### src/rtl/move_cmd_gen_pkg.sv
// Shared definitions for the ship movement command generator: state
// encoding, direction constants and the default timing constants that the
// ship movement FSM benches also use.
package move_cmd_gen_pkg;

  typedef enum logic [1:0] {
    IDLE   = 2'd0,
    DELAY  = 2'd1,
    REPEAT = 2'd2,
    LOCK   = 2'd3
  } MoveState_t;

  localparam logic DIR_L = 1'b0;
  localparam logic DIR_R = 1'b1;

  localparam int DEF_DEB_CYCLES   = 4;
  localparam int DEF_REPEAT_DELAY = 8;
  localparam int DEF_REPEAT_RATE  = 4;
  localparam int DEF_CNT_W        = 8;

endpackage

### src/rtl/move_cmd_gen_if.sv
// Button/command bundle between the player's push-buttons and the ship
// movement FSM. Signal prefixes are from the generator's point of view.
interface move_cmd_gen_if;

  logic i_btnL;
  logic i_btnR;
  logic i_en;
  logic o_left;
  logic o_right;
  logic o_busy;

  modport slave (
    input  i_btnL,
    input  i_btnR,
    input  i_en,
    output o_left,
    output o_right,
    output o_busy
  );

  modport master (
    output i_btnL,
    output i_btnR,
    output i_en,
    input  o_left,
    input  o_right,
    input  o_busy
  );

endinterface

### src/rtl/move_cmd_gen_debounce_sync.sv
// Two-flop synchroniser followed by a debouncer for one raw push-button.
// The debounced level only changes once DEB_CYCLES consecutive synchronised
// samples disagree with it; any agreeing sample restarts the count.
module move_cmd_gen_debounce_sync
  import move_cmd_gen_pkg::*;
#(
  parameter int DEB_CYCLES = DEF_DEB_CYCLES,
  parameter int CNT_W      = DEF_CNT_W
) (
  input  logic i_clk,
  input  logic i_rst,
  input  logic i_raw,
  output logic o_level
);

  localparam logic [CNT_W-1:0] DEB_LAST = CNT_W'(DEB_CYCLES - 1);

  logic             r_sync1;
  logic             r_sync2;
  logic [CNT_W-1:0] r_cnt;
  logic             r_level;

  // Synchronise the raw button, then count disagreeing samples up to DEB_LAST.
  always_ff @(posedge i_clk) begin
    if (i_rst) begin
      r_sync1 <= 1'b0;
      r_sync2 <= 1'b0;
      r_cnt   <= '0;
      r_level <= 1'b0;
    end else begin
      r_sync1 <= i_raw;
      r_sync2 <= r_sync1;
      if (r_sync2 == r_level) begin
        r_cnt <= '0;
      end else if (r_cnt == DEB_LAST) begin
        r_level <= r_sync2;
        r_cnt   <= '0;
      end else begin
        r_cnt <= r_cnt + CNT_W'(1);
      end
    end
  end

  assign o_level = r_level;

endmodule

### src/rtl/move_cmd_gen.sv
// Turns the raw LEFT/RIGHT push-buttons of one player into clean single-cycle
// move commands: one pulse per press, then hold-to-auto-repeat. Pressing
// both buttons locks out movement until both are released again.
module move_cmd_gen
  import move_cmd_gen_pkg::*;
#(
  parameter int DEB_CYCLES   = DEF_DEB_CYCLES,
  parameter int REPEAT_DELAY = DEF_REPEAT_DELAY,
  parameter int REPEAT_RATE  = DEF_REPEAT_RATE,
  parameter int CNT_W        = DEF_CNT_W
) (
  input  logic          i_clk,
  input  logic          i_rst,
  move_cmd_gen_if.slave bus
);

  localparam logic [CNT_W-1:0] DELAY_LAST = CNT_W'(REPEAT_DELAY - 1);
  localparam logic [CNT_W-1:0] RATE_LAST  = CNT_W'(REPEAT_RATE - 1);

  logic             w_dl;
  logic             w_dr;
  logic             r_dl;
  logic             r_dr;
  MoveState_t       r_state;
  MoveState_t       w_nextState;
  logic [CNT_W-1:0] r_cnt;
  logic [CNT_W-1:0] w_nextCnt;
  logic [CNT_W-1:0] w_last;
  logic             r_dir;
  logic             w_nextDir;
  logic             w_active;
  logic             w_other;
  logic             w_pulseL;
  logic             w_pulseR;
  logic             r_left;
  logic             r_right;
  logic             r_busy;

  move_cmd_gen_debounce_sync #(
    .DEB_CYCLES (DEB_CYCLES),
    .CNT_W      (CNT_W)
  ) u_debL (
    .i_clk   (i_clk),
    .i_rst   (i_rst),
    .i_raw   (bus.i_btnL),
    .o_level (w_dl)
  );

  move_cmd_gen_debounce_sync #(
    .DEB_CYCLES (DEB_CYCLES),
    .CNT_W      (CNT_W)
  ) u_debR (
    .i_clk   (i_clk),
    .i_rst   (i_rst),
    .i_raw   (bus.i_btnR),
    .o_level (w_dr)
  );

  assign w_active = (r_dir == DIR_L) ? r_dl : r_dr;
  assign w_other  = (r_dir == DIR_L) ? r_dr : r_dl;
  assign w_last   = (r_state == DELAY) ? DELAY_LAST : RATE_LAST;

  // Next state, repeat counter, latched direction and pulse requests.
  always_comb begin
    w_nextState = r_state;
    w_nextCnt   = r_cnt;
    w_nextDir   = r_dir;
    w_pulseL    = 1'b0;
    w_pulseR    = 1'b0;
    if (!bus.i_en) begin
      w_nextState = IDLE;
      w_nextCnt   = '0;
    end else begin
      case (r_state)
        IDLE: begin
          w_nextCnt = '0;
          if (r_dl ^ r_dr) begin
            w_nextDir   = r_dr ? DIR_R : DIR_L;
            w_pulseL    = !r_dr;
            w_pulseR    = r_dr;
            w_nextState = DELAY;
          end else if (r_dl & r_dr) begin
            w_nextState = LOCK;
          end
        end
        DELAY, REPEAT: begin
          if (!w_active) begin
            w_nextState = IDLE;
            w_nextCnt   = '0;
          end else if (w_other) begin
            w_nextState = LOCK;
            w_nextCnt   = '0;
          end else if (r_cnt == w_last) begin
            w_pulseL    = (r_dir == DIR_L);
            w_pulseR    = (r_dir == DIR_R);
            w_nextCnt   = '0;
            w_nextState = REPEAT;
          end else begin
            w_nextCnt = r_cnt + CNT_W'(1);
          end
        end
        LOCK: begin
          w_nextCnt = '0;
          if (!r_dl && !r_dr) begin
            w_nextState = IDLE;
          end
        end
        default: begin
          w_nextState = IDLE;
          w_nextCnt   = '0;
        end
      endcase
    end
  end

  // Register debounced levels, FSM state and all outputs.
  always_ff @(posedge i_clk) begin
    if (i_rst) begin
      r_dl    <= 1'b0;
      r_dr    <= 1'b0;
      r_state <= IDLE;
      r_cnt   <= '0;
      r_dir   <= DIR_L;
      r_left  <= 1'b0;
      r_right <= 1'b0;
      r_busy  <= 1'b0;
    end else begin
      r_dl    <= w_dl;
      r_dr    <= w_dr;
      r_state <= w_nextState;
      r_cnt   <= w_nextCnt;
      r_dir   <= w_nextDir;
      r_left  <= w_pulseL;
      r_right <= w_pulseR;
      r_busy  <= (w_nextState != IDLE);
    end
  end

  assign bus.o_left  = r_left;
  assign bus.o_right = r_right;
  assign bus.o_busy  = r_busy;

endmodule
### src/flat_wrapper.sv
// flat-port wrapper written by rule: the top's interface ports become plain ports
module move_cmd_gen_flat import move_cmd_gen_pkg::*;
#(
  parameter int DEB_CYCLES   = DEF_DEB_CYCLES,
  parameter int REPEAT_DELAY = DEF_REPEAT_DELAY,
  parameter int REPEAT_RATE  = DEF_REPEAT_RATE,
  parameter int CNT_W        = DEF_CNT_W
)
  (i_clk, i_rst, bus_i_btnL, bus_i_btnR, bus_i_en, bus_o_left, bus_o_right, bus_o_busy);
  move_cmd_gen_if bus_i ();
  input  logic i_clk;
  input  logic i_rst;
  input wire logic [$bits(bus_i.i_btnL)-1:0] bus_i_btnL;
  input wire logic [$bits(bus_i.i_btnR)-1:0] bus_i_btnR;
  input wire logic [$bits(bus_i.i_en)-1:0] bus_i_en;
  output wire logic [$bits(bus_i.o_left)-1:0] bus_o_left;
  output wire logic [$bits(bus_i.o_right)-1:0] bus_o_right;
  output wire logic [$bits(bus_i.o_busy)-1:0] bus_o_busy;
  assign bus_i.i_btnL = bus_i_btnL;
  assign bus_i.i_btnR = bus_i_btnR;
  assign bus_i.i_en = bus_i_en;
  assign bus_o_left = bus_i.o_left;
  assign bus_o_right = bus_i.o_right;
  assign bus_o_busy = bus_i.o_busy;
  move_cmd_gen #(.DEB_CYCLES(DEB_CYCLES), .REPEAT_DELAY(REPEAT_DELAY), .REPEAT_RATE(REPEAT_RATE), .CNT_W(CNT_W)) u_core (.i_clk(i_clk), .i_rst(i_rst), .bus(bus_i));
endmodule
### config.mk
export PLATFORM = sky130hd
export DESIGN_NAME = move_cmd_gen_flat
export DESIGN_NICKNAME = d
export VERILOG_FILES = /design/src/rtl/move_cmd_gen_pkg.sv /design/src/rtl/move_cmd_gen_if.sv /design/src/rtl/move_cmd_gen_debounce_sync.sv /design/src/rtl/move_cmd_gen.sv /design/src/flat_wrapper.sv
export SDC_FILE = /design/constraint.sdc
export NUM_CORES = 1
export LEC_CHECK = 0
export CAP_MARGIN = 30
export CORE_MARGIN = 2
export CORE_UTILIZATION = 30
export CTS_CLUSTER_DIAMETER = 80
export CTS_CLUSTER_SIZE = 20
export DETAILED_ROUTE_END_ITERATION = 6
export PLACE_DENSITY = 0.47
export RECOVER_POWER = 100
export SYNTH_ARGS = -nofsm -noshare
export SYNTH_HDL_FRONTEND = slang
export SYNTH_SLANG_ARGS = --single-unit
### constraint.sdc
create_clock -name i_clk -period 2.7 [get_ports i_clk]
set_clock_uncertainty 0.15 [all_clocks]
set_input_delay 0.27 -clock i_clk [delete_from_list [all_inputs] [get_ports i_clk]]
set_output_delay 0.27 -clock i_clk [all_outputs]
set_load 0.05 [all_outputs]
# Word-level counts from Yosys, hierarchy flattened

Index checks and enable logic that the tools add are counted.

Word-level logic and storage cells: 72
Register bits after elaboration: 38
Output and inout port bits: 3
Bits of input ports: 5

Add/subtract/negate cells: 3
Reduce and logical (&&, ||, !) cells: 13
Bitwise operators: 6
Eq/ne operators: 8
Muxes and demuxes: 26

Operator list:

| operator            | count |
|---|---|
| $add 8x1->8 const B | 3 |
| $mux 8              | 3 |
| $eq 8x2->1 const B  | 2 |
| $pmux 8 s2          | 1 |
| $mux 2              | 7 |
| $mux 1              | 11 |
| $eq 8x8->1          | 1 |
| $pmux 2 s3          | 1 |
| $reduce_or 2->1     | 3 |
| $reduce_or 3->1     | 2 |
| $eq 2x2->1 const B  | 2 |
| $not 1->1           | 4 |
| $pmux 1 s2          | 2 |
| $reduce_and 2->1    | 2 |
| $mux 3              | 1 |
| $reduce_and 3->1    | 1 |
| $eq 1x1->1          | 2 |
| $eq 2x1->1 const B  | 1 |
| $logic_not 1->1     | 2 |
| $logic_not 2->1     | 1 |
| $reduce_bool 2->1   | 1 |
| $and 1x1->1         | 1 |
| $logic_and 1x1->1   | 1 |
| $xor 1x1->1         | 1 |

# Longest topological paths before layout

Gate-level depths: netlist (run 1).

Depth in word-level cells: 9
Gate-level depth with buffers: 7
Gate-level depth less buffers: 6

# By module

A second synthesis (run 1) with hierarchy kept.

Cells, all modules: 182
Area, all modules: 1720.4 um^2

By module, submodules not included:

| module                                      | seq. area each (um^2) | cells an instance | instances | area each (um^2) |
|---|---|---|---|---|
| move_cmd_gen                                | 320.3                 | 86                | 1         | 839.6 |
| move_cmd_gen_debounce_sync at u_core.u_debL | 220.2                 | 49                | 1         | 440.4 |
| move_cmd_gen_debounce_sync at u_core.u_debR | 220.2                 | 47                | 1         | 440.4 |

# Least setup slack after synthesis (run 1)

No wires, ideal clock.

Kind: register to register
From: register u_core.r_cnt[5]
To: register u_core.r_right, in the netlist u_core.bus.o_right
Data required time: 2480 ps
Arrival time: 1809 ps
Buffers on the path: 0
Library setup time: 70 ps
Path slack: 672 ps
Period minus slack after synthesis: 2028 ps
Stages on the path, launching flop included: 5
Path through: dfxtp_1 or4_4 or3_4 or4_1 a21oi_1

Word-level cells in the longest chain between the ends: 5

RTL lines:

| item                   | RTL line            | source |
|---|---|---|
| start, declared        | move_cmd_gen.sv:26  | `logic [CNT_W-1:0] r_cnt;` |
| start signal, assigned | move_cmd_gen.sv:131 | `r_cnt <= w_nextCnt;` |
| $eq 8x8->1             | move_cmd_gen.sv:93  | `end else if (r_cnt == w_last) begin` |
| $mux 1                 | move_cmd_gen.sv:93  |  |
| $mux 1                 | move_cmd_gen.sv:90  | `end else if (w_other) begin` |
| $mux 1                 | move_cmd_gen.sv:87  | `if (!w_active) begin` |
| $pmux 1 s2             | move_cmd_gen.sv:74  | `case (r_state)` |
| end signal, assigned   | move_cmd_gen.sv:134 | `r_right <= w_pulseR;` |
| end, declared          | move_cmd_gen.sv:36  | `logic r_right;` |

No other way between the ends.
A chain may end at the register's enable or synchronous reset.

# Worst setup path in the final report (run 1)

From: register u_core.r_cnt[0]
To: register u_core.r_right, in the netlist u_core.bus.o_right

Same word-level chain as after synthesis.

==> results of run 1 <==
[worst paths after layout]
| check | endpoint | slack (ns) | depth (start not counted) |
|---|---|---|---|
| setup / recovery | u_core.bus.o_right | 0.56 | 5 |
| hold / removal | u_core.u_debL.r_sync2 | 0.28 | 1 |
| setup reg to reg | u_core.bus.o_right | 0.56 | 5 |
| hold reg to reg | u_core.u_debL.r_sync2 | 0.28 | 1 |
[area by class of cell]
type                    instances  share of cell area (%)
clock buffers                   6                    4.42
flip-flops and latches         38                    40.8
inverters                       7                    1.41
well taps                      70                    4.69
multi-input cells             129                    44.8
repair buffers                  8                    3.95
[routing by layer]
metal | GRT usage [%] | wire length (µm) | vias to the layer above
li1 | - | - | 614
met1 | 12.1 | 1330 | 541
met2 | 15.5 | 1190 | 27
met3 | 4.53 | 132 | 4
met4 | 4.82 | 38 | 0
met5 | 0 | 0 | -
[sequential cells by signal, summed over array words and instances, names as in the netlist, 2 cells and up]
name                 cells
u_core.u_debL.r_cnt      8
u_core.r_state           2
u_core.r_cnt             8
u_core.u_debR.r_cnt      8
[synth_stat cells, types with 2 or more instances]
cell type and n:
nand4_1 2, nor2_1 33, a21oi_1 2, nor2b_1 7, mux2i_1 4, nand2_1 10
a31oi_1 2, o22ai_1 2, or4_1 2, xnor2_1 12, nand2b_1 3, nor3_1 3
ha_1 10, and3_1 6, dfxtp_1 38, nand3_1 9, xor2_1 9, clkbuf_1 2
inv_1 7
[logic make-up after synthesis]
kind of cell	after synthesis
xor+xnor	21
buf+inv	9
fa+ha+maj	10
compound gates	11
simple gates	83
mux	4
flops	38
[per-stage QoR]
step	total power [mW]	worst slack (ns)	hold slack (ns)	std cells	instance area, µm²
final	0.957	0.560	0.285	258	1870
after detailed placement	0.596	0.594	0.274	252	1790
after global placement	0.596	0.623	0.270	252	1790
after floorplan	0.587	0.672	0.248	176	1640
after CTS	0.978	0.581	0.291	258	1880
after global routing	1.00	0.425	0.317	258	1870
[power breakdown]
group / internal (mW) / switching [mW] / leakage (nW) / total [mW]
Combinational: 0.00887 / 0.00797 / 0.333 / 0.0168
Sequential: 0.564 / 0.00166 / 0.307 / 0.566
Clock: 0.197 / 0.178 / 0.0431 / 0.375
Total: 0.770 / 0.188 / 0.683 / 0.957
[critical path, delay by kind of cell, from the launching register on]
kind                       cells  cell delay (ns)
AOI/OAI and AO/OA              1             0.14
DFF                            1             0.37
adders and majority gates      1             0.21
and+or+nand+nor                3             1.21
==> impl_metrics.json, run 1 <==
{
  "finalHoldViolations": 0,
  "drt.antenna.violating_nets": 0,
  "synth_area_per_cell_um2": 9.29,
  "cts_tree": "yes",
  "syn-cell-area_um2": 1640,
  "cts.path.max_buffers": 2,
  "r2r-start": "u_core.r_cnt[0]",
  "ys_seq_area_share_pct": 46.5,
  "cp_slowest_stage_delay_ns": 0.48,
  "synth.largest_area_cell": "dfxtp_1",
  "startpoint_type": "register",
  "ys_top_cells_by_area": "dfxtp_1, ha_1, nor2_1",
  "drc": 0,
  "fill_cells": 511,
  "synth_top_family_by_area": "simple AND/OR/NAND/NOR gates",
  "finalCriticalPeriod_ns": 2.14,
  "die_h_um": 77.8,
  "fin_tns_setup_ns": 0,
  "powerDensity_nw_per_um2": 513,
  "final_cell_mix": "dfxtp_1, nor2_1, xnor2_1",
  "synthArstFlopShare_pct": 0,
  "start_util_pct": 31.6,
  "dieArea_um2": 6060,
  "drive_above_1_share_pct": 4.79,
  "yosys-mux-area-fraction_pct": 2.45,
  "criticalPathCategory": "register to register",
  "cp_data_required_time_ns": 2.77,
  "path_max_fanout": 4,
  "grt_max_degree": 12,
  "antenna_cells": 0,
  "synthCells": 176,
  "crit_path_end_kind": "register",
  "core-area_um2": 5170,
  "io_buffers": 7,
  "gp_congestion": 0.888,
  "cts_hold_buf": 0,
  "relSlewSlack_pct": 66.9,
  "grt_pass1_wl_um": 4800,
  "cap_violations": 0,
  "vdd_drop_max_mv": 0.296,
  "clock-sinks": 38,
  "synth_edf_count": 0,
  "synth_fp_nets": 191,
  "status": "finished clean",
  "yosys.area_share.simple_pct": 25.5,
  "clock.fmax_mhz": 467,
  "vias": 1186,
  "ios": 8,
  "cts.htree.levels": 2,
  "clkSlewWorstSetupHoldPaths_ns": 0.07,
  "antenna_found_initial": 0,
  "track_usage_pct": 10.2,
  "drv_slew": 0,
  "yosys_warnings": 0,
  "rsz0062_at_grt": "false",
  "wirelength_um": 2700,
  "final_core_util_pct": 36.1,
  "routedWlPerCell_um": 10.4,
  "path_cells": "ha_1 > or2b_2 > or3_1 > or4_1 > a21oi_1",
  "synthToLayoutAreaGrowth_pct": 14.2,
  "final_common_cell": "dfxtp_1",
  "p_leak_nw": 0.683,
  "multi_input_area_um2": 836,
  "synthFlopType": "dfxtp_1",
  "cts_root_buffer": "clkbuf_8",
  "ff_latch_area_um2": 761,
  "rows": 26,
  "drt_iter0_markers": 53,
  "grt-ovfl-total": 0,
  "nets": 204,
  "worst_pin_slew_ns": 0.495,
  "cts_setup_buffers": 0,
  "cp.arrival_ns": 2.21,
  "avgViaCountPerCell": 4.60,
  "worstHoldStart": "u_core.u_debL.r_sync1",
  "crit_slowest_cell": "or4_1",
  "first_pass_iters": 4,
  "synth-seq-cells": 38,
  "dp_hpwl_um": 1950,
  "yosys.area_share.adder_pct": 7.65,
  "cts_resized": 0,
  "synth_compound_area_share_pct": 4.59,
  "synth_cell_type_count": 32,
  "synth_xor_area_share_pct": 11.2,
  "setup_viol": 0,
  "grt_pass1_vias": 1118,
  "insertion_delay_ns": 0.28,
  "netlist.area_leader.share_pct": 46.5,
  "hold_class": "register to register",
  "period_share_pct": 79.3,
  "cts_inserted_buffers": 5,
  "fp.dieW_um": 77.8,
  "cp-startpoint": "u_core.r_cnt[0]"
}
(Power assumes the default switching activity.)
==> run 2, diff against run 1 <==
Clock period 2.7 ns to 2.2 ns, I/O delays scaled along.
==> impl_metrics.json, run 2 (same netlist as run 1, synthesis figures left out) <==
{
  "grt-ovfl-total": 0,
  "setup_viol": 0,
  "rsz0062_at_grt": "false",
  "path_cells": "or4_4 > or3_4 > or4_4 > a21oi_2",
  "vias": 1182,
  "cts_inserted_buffers": 5,
  "startpoint_type": "register",
  "highest_layer": "met4",
  "final_common_cell": "dfxtp_1",
  "critPathBufInv": 0,
  "drt.antenna.violating_nets": 0,
  "place_worst_setup_slack_ns": 0.0775,
  "cp_data_required_time_ns": 2.27,
  "relSlewSlack_pct": 67.0,
  "clock-sinks": 38,
  "crit_slowest_cell": "or4_4",
  "drive_above_1_share_pct": 9.42,
  "hold_depth": 1,
  "crit_family": "simple AND/OR/NAND/NOR gates",
  "routedWlPerCell_um": 10.9,
  "dieArea_um2": 6060,
  "status": "finished clean",
  "cap_violations": 0,
  "die_h_um": 77.8,
  "cp_slowest_stage_delay_ns": 0.54,
  "cts_resized": 0,
  "r2r_slack_ns": 0.08,
  "r2r-start": "u_core.r_cnt[5]",
  "grt_pass1_vias": 1185,
  "core-area_um2": 5170,
  "met1_length_um": 1390,
  "cts_hold_buf": 0,
  "routed-wl-met3_um": 115,
  "insertion_delay_ns": 0.28,
  "cts.path.max_buffers": 2,
  "track_usage_pct": 10.5,
  "final_cell_mix": "dfxtp_1, nor2_1, xnor2_1",
  "powerDensity_nw_per_um2": 633,
  "grt_max_degree": 12,
  "wl_met2_um": 1310,
  "first_pass_iters": 4,
  "io_buffers": 7,
  "final_core_util_pct": 36.8,
  "crit_top_cell": "or4_4",
  "dp_hpwl_um": 2050,
  "drv_slew": 0,
  "finalHoldViolations": 0,
  "worstHoldStart": "u_core.u_debL.r_sync1",
  "timing.rr.end": "u_core.bus.o_right",
  "clock.fmax_mhz": 472,
  "reg2reg_depth": 4,
  "crit_path_end_kind": "register",
  "drc": 0,
  "hold_end": "u_core.u_debL.r_sync2",
  "setup_ws_ns": 0.0808,
  "finalCriticalPeriod_ns": 2.12,
  "path_max_fanout": 4,
  "p_leak_nw": 0.696,
  "cts_tree": "yes",
  "hold_class": "register to register",
  "nets": 205,
  "antenna_found_initial": 0,
  "drt_iter0_markers": 48,
  "total_power_mw": 1.20,
  "start_util_pct": 31.6,
  "worst_pin_slew_ns": 0.494,
  "wirelength_um": 2860,
  "cp.arrival_ns": 2.19,
  "synthToLayoutAreaGrowth_pct": 16.5,
  "avgViaCountPerCell": 4.53,
  "rows": 26,
  "clkSlewWorstSetupHoldPaths_ns": 0.08,
  "gp_congestion": 0.774,
  "hold_ws_ns": 0.290,
  "vdd_drop_max_mv": 0.360,
  "cts_root_buffer": "clkbuf_8",
  "antenna_cells": 0,
  "fin_tns_setup_ns": 0,
  "reg_top3": "u_core.r_cnt x8, u_core.u_debL.r_cnt x8, u_core.u_debR.r_cnt x8",
  "fp.dieW_um": 77.8,
  "cts_setup_buffers": 0,
  "grt_pass1_wl_um": 5080,
  "ios": 8,
  "period_share_pct": 96.3,
  "criticalPathCategory": "register to register",
  "cts.htree.levels": 2
}
[run 2: changes by cell type in the layout (fill, tap and decap cells not counted), moves of 2 or more]
cell / delta
dfxtp_2: +2
dfxtp_1: -2
or4_4: +2
or4_1: -2
[run 2: layout make-up]
type | count | area [µm²]
Fill cell | 517 | 3270
Multi-Input combinational cell | 129 | 855
Sequential cell | 38 | 763
Tap cell | 70 | 87.6
Clock buffer | 7 | 86.3
Timing Repair Buffer | 9 | 81.3
Inverter | 7 | 26.3
Clock inverter | 1 | 5.00
[run 2: worst max path at each step]
| stage | startpoint | to | slack [ns] | depth (start not counted) |
|---|---|---|---|---|
| global route | u_core.r_cnt[5] | u_core.bus.o_right | 0.03 | 4 |
| finish | u_core.r_cnt[5] | u_core.bus.o_right | 0.08 | 4 |
| floorplan | u_core.r_cnt[5] | u_core.bus.o_right | 0.17 | 4 |
| CTS | u_core.r_cnt[0] | u_core.bus.o_right | 0.06 | 5 |
| global placement | u_core.r_cnt[5] | u_core.bus.o_right | 0.13 | 4 |
| detailed placement | u_core.r_cnt[0] | u_core.bus.o_right | 0.08 | 5 |
[run 2: metal layers]
metal,track usage (%),vias to the layer above
li1,-,613
met1,13.3,543
met2,15.9,22
met3,3.72,4
met4,4.64,0
met5,0,-
[run 2: metrics by stage]
step / cell area [µm²] / cells
floorplan: 1640 / 176
global placement: 1800 / 253
detailed placement: 1800 / 253
CTS: 1890 / 261
global route: 1900 / 261
finish: 1900 / 261
[run 2: worst register-to-register path, cell delays in order (launching register included)]
cell,delay [ns]
dfxtp_1,0.35
or4_4,0.54
or3_4,0.39
or4_4,0.49
a21oi_2,0.14
[run 2: power breakdown]
part	internal, mW	switching [mW]
Sequential	0.692	0.00203
Clock	0.253	0.237
Combinational	0.0109	0.00996
Total	0.956	0.249
==> run 3, diff against run 2 <==
Settings changed: SLEW_MARGIN set to 20.
==> results of run 3 <==
Final layout, timing and power as in run 2 (identical DEF).
